==> src/rtl/sata_cont_inserter.sv <==
// Transmit-side SATA CONT inserter: collapses runs of a repeated continuable primitive into P P CONT junk...
// Define SATA_CONT_JUNK_LFSR_EN for LFSR junk; otherwise junk is the constant D10.2 pattern.
module sata_cont_inserter (
  input  logic        clk,
  input  logic        reset,
  input  logic [31:0] i_data,
  input  logic        i_datak,
  output logic [31:0] o_data,
  output logic        o_datak
);

  localparam logic        DWORD_IS_PRIM = 1'b1;
  localparam logic [31:0] ALIGN_PRIM    = 32'h7B4A_4ABC;
  localparam logic [31:0] CONT_PRIM     = 32'h9999_AA7C;
  localparam logic [31:0] SOF_PRIM      = 32'h3737_B57C;
  localparam logic [31:0] EOF_PRIM      = 32'hD5D5_B57C;

  typedef enum logic {ST_PASS, ST_JUNK} state_t;

  state_t      state_reg;
  logic [31:0] last_reg;
  logic        last_vld;
  logic [1:0]  cnt_reg;
  logic [31:0] junk_word;

  logic is_prim, is_align, is_noncont, is_contable, same_as_last;

  always_comb begin
    is_prim      = (i_datak == DWORD_IS_PRIM);
    is_align     = is_prim && (i_data == ALIGN_PRIM);
    is_noncont   = is_prim && ((i_data == CONT_PRIM) || (i_data == SOF_PRIM) ||
                               (i_data == EOF_PRIM));
    is_contable  = is_prim && !is_align && !is_noncont;
    same_as_last = is_contable && last_vld && (i_data == last_reg);
  end

`ifdef SATA_CONT_JUNK_LFSR_EN
  // Galois LFSR, x^32+x^22+x^2+x+1; junk is the current state, advanced per junk dword.
  logic [31:0] lfsr_reg;
  logic        junk_advance;

  assign junk_word    = lfsr_reg;
  assign junk_advance = !is_align && (state_reg == ST_JUNK) && same_as_last;

  always_ff @(posedge clk) begin
    if (reset) begin
      lfsr_reg <= 32'hFFFF_FFFF;
    end else if (junk_advance) begin
      lfsr_reg <= (lfsr_reg >> 1) ^ (lfsr_reg[0] ? 32'h8020_0003 : 32'h0000_0000);
    end
  end
`else
  assign junk_word = 32'h4A4A_4A4A;
`endif

  always_ff @(posedge clk) begin
    if (reset) begin
      o_data    <= 32'h0000_0000;
      o_datak   <= 1'b0;
      state_reg <= ST_PASS;
      last_reg  <= 32'h0000_0000;
      last_vld  <= 1'b0;
      cnt_reg   <= 2'd0;
    end else if (is_align) begin
      // ALIGN is transparent to the run tracking.
      o_data  <= i_data;
      o_datak <= i_datak;
    end else if ((state_reg == ST_JUNK) && same_as_last) begin
      o_data  <= junk_word;
      o_datak <= 1'b0;
    end else if ((state_reg == ST_PASS) && same_as_last && (cnt_reg == 2'd2)) begin
      o_data    <= CONT_PRIM;
      o_datak   <= DWORD_IS_PRIM;
      state_reg <= ST_JUNK;
    end else begin
      o_data    <= i_data;
      o_datak   <= i_datak;
      state_reg <= ST_PASS;
      if (same_as_last) begin
        cnt_reg <= (cnt_reg == 2'd2) ? 2'd2 : cnt_reg + 2'd1;
      end else if (is_contable) begin
        last_reg <= i_data;
        last_vld <= 1'b1;
        cnt_reg  <= 2'd1;
      end else begin
        last_vld <= 1'b0;
        cnt_reg  <= 2'd0;
      end
    end
  end

endmodule

==> config.mk <==
export PLATFORM = sky130hd
export DESIGN_NAME = sata_cont_inserter
export DESIGN_NICKNAME = d
export VERILOG_FILES = /design/src/rtl/sata_cont_inserter.sv
export SDC_FILE = /design/constraint.sdc
export NUM_CORES = 1
export LEC_CHECK = 0
export BUFFER_PORTS_ARGS = -buffer_cell sky130_fd_sc_hd__buf_2
export CORE_UTILIZATION = 54
export CTS_CLUSTER_SIZE = 12
export DETAILED_ROUTE_END_ITERATION = 12
export PLACE_DENSITY = 0.79
export SYNTH_ARGS = -nofsm -noshare
export SYNTH_HDL_FRONTEND = slang
export SYNTH_SLANG_ARGS = --single-unit
==> constraint.sdc <==
create_clock -name clk -period 3.1 [get_ports clk]
set_input_delay 0.62 -clock clk [delete_from_list [all_inputs] [get_ports clk]]
set_output_delay 0.62 -clock clk [all_outputs]
set_load 0.005 [all_outputs]
After elaboration in Yosys (flattened, before gate mapping) --
Cells that the tools add are included.
Storage, ports and cells: flip-flop bits (word level) 69, logic and storage cells 46, input bits 35
Operators by class: reductions and logical operators 17, add/subtract/negate cells 1, bitwise logic cells 5, multiplexer cells 11, equal/unequal tests 6
Operators by type and width (number):
- $mux 32 | 3
- $eq 32x32->1 const B | 2
- $eq 32x30->1 const B | 1
- $eq 32x31->1 const B | 1
- $eq 32x32->1 | 1
- $logic_and 1x1->1 | 9
- $mux 1 | 6
- $not 1->1 | 5
- $reduce_and 5->1 | 1
- $mux 2 | 2
- $reduce_and 4->1 | 1
- $reduce_and 3->1 | 1
- $add 2x1->2 const B | 1
- $eq 2x2->1 const B | 1
- $logic_not 1->1 | 2
- $logic_or 1x1->1 | 2
- $reduce_and 2->1 | 1

Depth between registers and ports, before layout --
word-level depth 13, gate-level depth with buffers 8

Least setup slack after synthesis --
Ideal clock, no wire load.
kind input -> register, from input port i_data[21], to register last_reg[20], arrival 2.355 ns, required time 2.968 ns, stages on the path 8, setup time 0.132 ns, setup slack 0.613 ns, buffers on the path 2, cell sequence or4b_1 -> or4_1 -> a2bb2oi_1 -> o211a_4 -> buf_6 -> buf_2 -> nand3_1 -> a21oi_1
Between the ends: longest elaborated chain between the ends 12, elaborated cells on any way between the ends 23
Ends and longest elaborated chain:
- start: declaration | line 6 | input logic [31:0] i_data,
- $eq 32x32->1 or $eq 32x30->1 (tied branches) | line 31 | is_noncont = is_prim && ((i_data == CONT_PRIM) || (i_data == SOF_PRIM) ||
- $logic_or 1x1->1 (2 in a row) | line 31
- $logic_and 1x1->1 | line 31
- $logic_not 1->1 | line 33 | is_contable = is_prim && !is_align && !is_noncont;
- $logic_and 1x1->1 | line 33
- $logic_and 1x1->1 (2 in a row) | line 34 | same_as_last = is_contable && last_vld && (i_data == last_reg);
- $logic_and 1x1->1 (2 in a row) | line 71 | end else if ((state_reg == ST_PASS) && same_as_last && (cnt_reg == 2'd2)) begin
- $not 1->1 (no line)
- $reduce_and 5->1 (no line) *
- end signal: assignment | line 82 | last_reg <= i_data;
- end: declaration | line 21 | logic [31:0] last_reg;
Every way passes the cells marked *; elsewhere a longest branch is shown, timed or not. A chain may end at the register's enable or synchronous reset.

Final worst setup path --
from input port i_data[25], to register o_data[24]
Between the ends: longest elaborated chain between the ends 13, elaborated cells on any way between the ends 21
Ends and longest elaborated chain:
- $eq 32x32->1 or $eq 32x30->1 (tied branches) | line 31
- $logic_or 1x1->1 (2 in a row) | line 31
- $logic_and 1x1->1 | line 31
- $logic_not 1->1 | line 33
- $logic_and 1x1->1 | line 33
- $logic_and 1x1->1 (2 in a row) | line 34
- $logic_and 1x1->1 (2 in a row) | line 71
- $mux 32 | line 71
- $mux 32 | line 68 | end else if ((state_reg == ST_JUNK) && same_as_last) begin
- $mux 32 * | line 64 | end else if (is_align) begin
- end signal: assignment | line 66 | o_data <= i_data;
- end signal: assignment | line 69 | o_data <= junk_word;
- end signal: assignment | line 76 | o_data <= i_data;
- end: declaration | line 8 | output logic [31:0] o_data,
Marks and branches as above.

==> results.json <==
{
  "grt_pass1_vias": 2757,
  "antenna_found_initial": 0,
  "rsz0062_at_grt": "no",
  "syn-cell-area_um2": 3180,
  "ys_seq_area_frac": 0.435,
  "vias": 2994,
  "slew_headroom": 0.610,
  "power.density_nw_per_um2": 547,
  "final-hold-violation-count": 0,
  "fin_setup_tns_ns": 0,
  "fin_crit_sh": 0.812,
  "cts_root_buf": "clkbuf_8",
  "detailed_place_hpwl_mm": 6.09,
  "cts_resized": 0,
  "path_max_fanout": 31,
  "crit_required_ns": 3.40,
  "synth_nets": 395,
  "yosysTopAreaCell": "dfxtp_1",
  "worst_ir_drop_vdd_mv": 0.314,
  "synth_edf_count": 0,
  "worst-endpoint-arrival_ns": 2.81,
  "cts-hold-fix-buffers": 0,
  "ant_nets": 0,
  "dr.pass1.iters": 5,
  "fillers": 468,
  "cap_violations": 0,
  "layout.nets": 463,
  "async_reset_ff_frac": 0,
  "grt_usage": 0.288,
  "final_max_slew_viol_count": 0,
  "finalSetupViolCount": 0,
  "startpoint_type": "input port",
  "tightest_slew_ns": 0.580,
  "synth_top_area_frac": 0.435,
  "end_kind": "flip-flop",
  "core-area_um2": 5570,
  "grt_pass1_wl_mm": 13.5,
  "syn_avg_cell_area_um2": 8.88,
  "multi_input_area_um2": 1630,
  "port_buffers": 67,
  "die_w_um": 78.7,
  "area_delta_synth_final_pct": 20.6,
  "yosysUniqueCellTypes": 47,
  "ys_warn_count": 0,
  "grt_max_degree": 34,
  "cts_buffers": 9,
  "diodes": 0,
  "status": "finished clean",
  "overflow": 0,
  "finClkSkew_ns": 0.00855,
  "rows": 27,
  "ys_top_cells_by_area": "dfxtp_1 (43%), a21oi_1 (7.6%), xor2_1 (7.4%)",
  "min_path_type": "flip-flop to flip-flop",
  "drtIter0Drc": 232,
  "clk_pin_slew_worst_paths_ns": 0.08,
  "io_pins": 68,
  "synth_flop_cell": "dfxtp_1",
  "htree_num_levels": 3,
  "gp_routability_congestion": 0.914,
  "cts_setup_buffers": 0,
  "drive_above_1_share": 0.239,
  "dieHeight_um": 78.7,
  "synthCells": 358,
  "cts_tree": "built",
  "min_period_ns": 2.52,
  "path_class": "input port to flip-flop",
  "die_area_um2": 6200,
  "p_leak_nw": 1.62,
  "cts_max_path_buffers": 2,
  "clk_latency_ns": 0.35,
  "regArea_um2": 1380,
  "drc_errors": 0,
  "clock_sinks": 69,
  "final_util": 0.687,
  "ys_seq_elements": 69,
  "fmax_mhz": 397,
  "start_util": 0.570,
  "wl_per_cell_um": 17.1,
  "vias_per_cell": 5.95,
  "wl_mm": 8.58
}
synth_stat cells (all sizes together), types with 6 or more instances:
| cell | count |
|---|---|
| and2 | 10 |
| dfxtp | 69 |
| nor4 | 14 |
| nand3 | 36 |
| a21oi | 48 |
| buf | 14 |
| o21ai | 35 |
| inv | 12 |
| nand2 | 13 |
| xor2 | 27 |
| o31ai | 6 |
| clkbuf | 10 |
| o21a | 11 |
layout by cell type, fill, tap and decap left out, drive strengths merged, types with 4 or more instances in the layout:
cell,instances
xor2,27
buf,81
nand2,13
o21ai,35
nand3b,4
o21a,11
and2,10
dfxtp,69
nor3,4
xnor2,5
inv,12
or4,5
a21oi,48
nand3,36
o31ai,6
nor4,14
clkbuf,12
power by group:
group	switching [mW]	total (mW)	leakage, nW	internal [mW]
Sequential	0.0195	0.953	0.572	0.933
Combinational	0.143	0.243	0.925	0.0994
Clock	0.345	0.901	0.121	0.556
critical path, stage by stage:
cell and delay, ns:
buf_2 0.15, or4b_1 0.50, or4_1 0.40, a2bb2oi_1 0.18, o211a_4 0.40, a31oi_4 0.39
o21a_1 0.18
worst paths after layout:
check | startpoint | to | slack [ns] | depth (start not counted)
worst max-delay path | i_data[25] | o_data[24] | 0.58 | 7
worst min-delay path | cnt_reg[0] | cnt_reg[0] | 0.46 | 2
worst max register to register | last_reg[5] | last_reg[13] | 0.68 | 8
worst min register to register | cnt_reg[0] | cnt_reg[0] | 0.46 | 2
cell families (layout without fill, tap and decap cells):
logic type / Yosys count / after routing / share of synthesized area
simple gates: 110 / 110 / 0.212
flops: 69 / 69 / 0.435
buf+inv: 36 / 109 / 0.0512
fa+ha+maj: 2 / 2 / 0.00787
xor+xnor: 32 / 32 / 0.0882
compound gates: 109 / 109 / 0.206
per-stage QoR:
step	power (mW)	instances	hold slack (ns)	area [um^2]	worst slack (ns)
6_report	2.10	503	0.464	3830	0.581
5_1_grt	2.17	503	0.497	3830	0.487
4_1_cts	2.09	503	0.464	3830	0.605
3_5_place_dp	1.21	487	0.454	3590	0.240
3_3_place_gp	1.20	487	0.447	3590	0.289
2_1_floorplan	1.10	358	0.436	3180	0.613
cell type report:
cell class              count  area share
clock buffers              12      0.0379
clock inverters             4      0.0248
inverters                  12      0.0118
multi-input cells         253       0.427
flip-flops and latches     69       0.361
well taps                  72      0.0235
repair buffers             81       0.115
layer usage:
metal	global-route usage	share of wire	vias up
li1	-	-	1424
met1	0.367	0.42	1430
met2	0.454	0.47	115
met3	0.0563	0.070	25
met4	0.163	0.031	0
met5	0	0	-
Note: power is estimated with default switching activity, not from simulation.
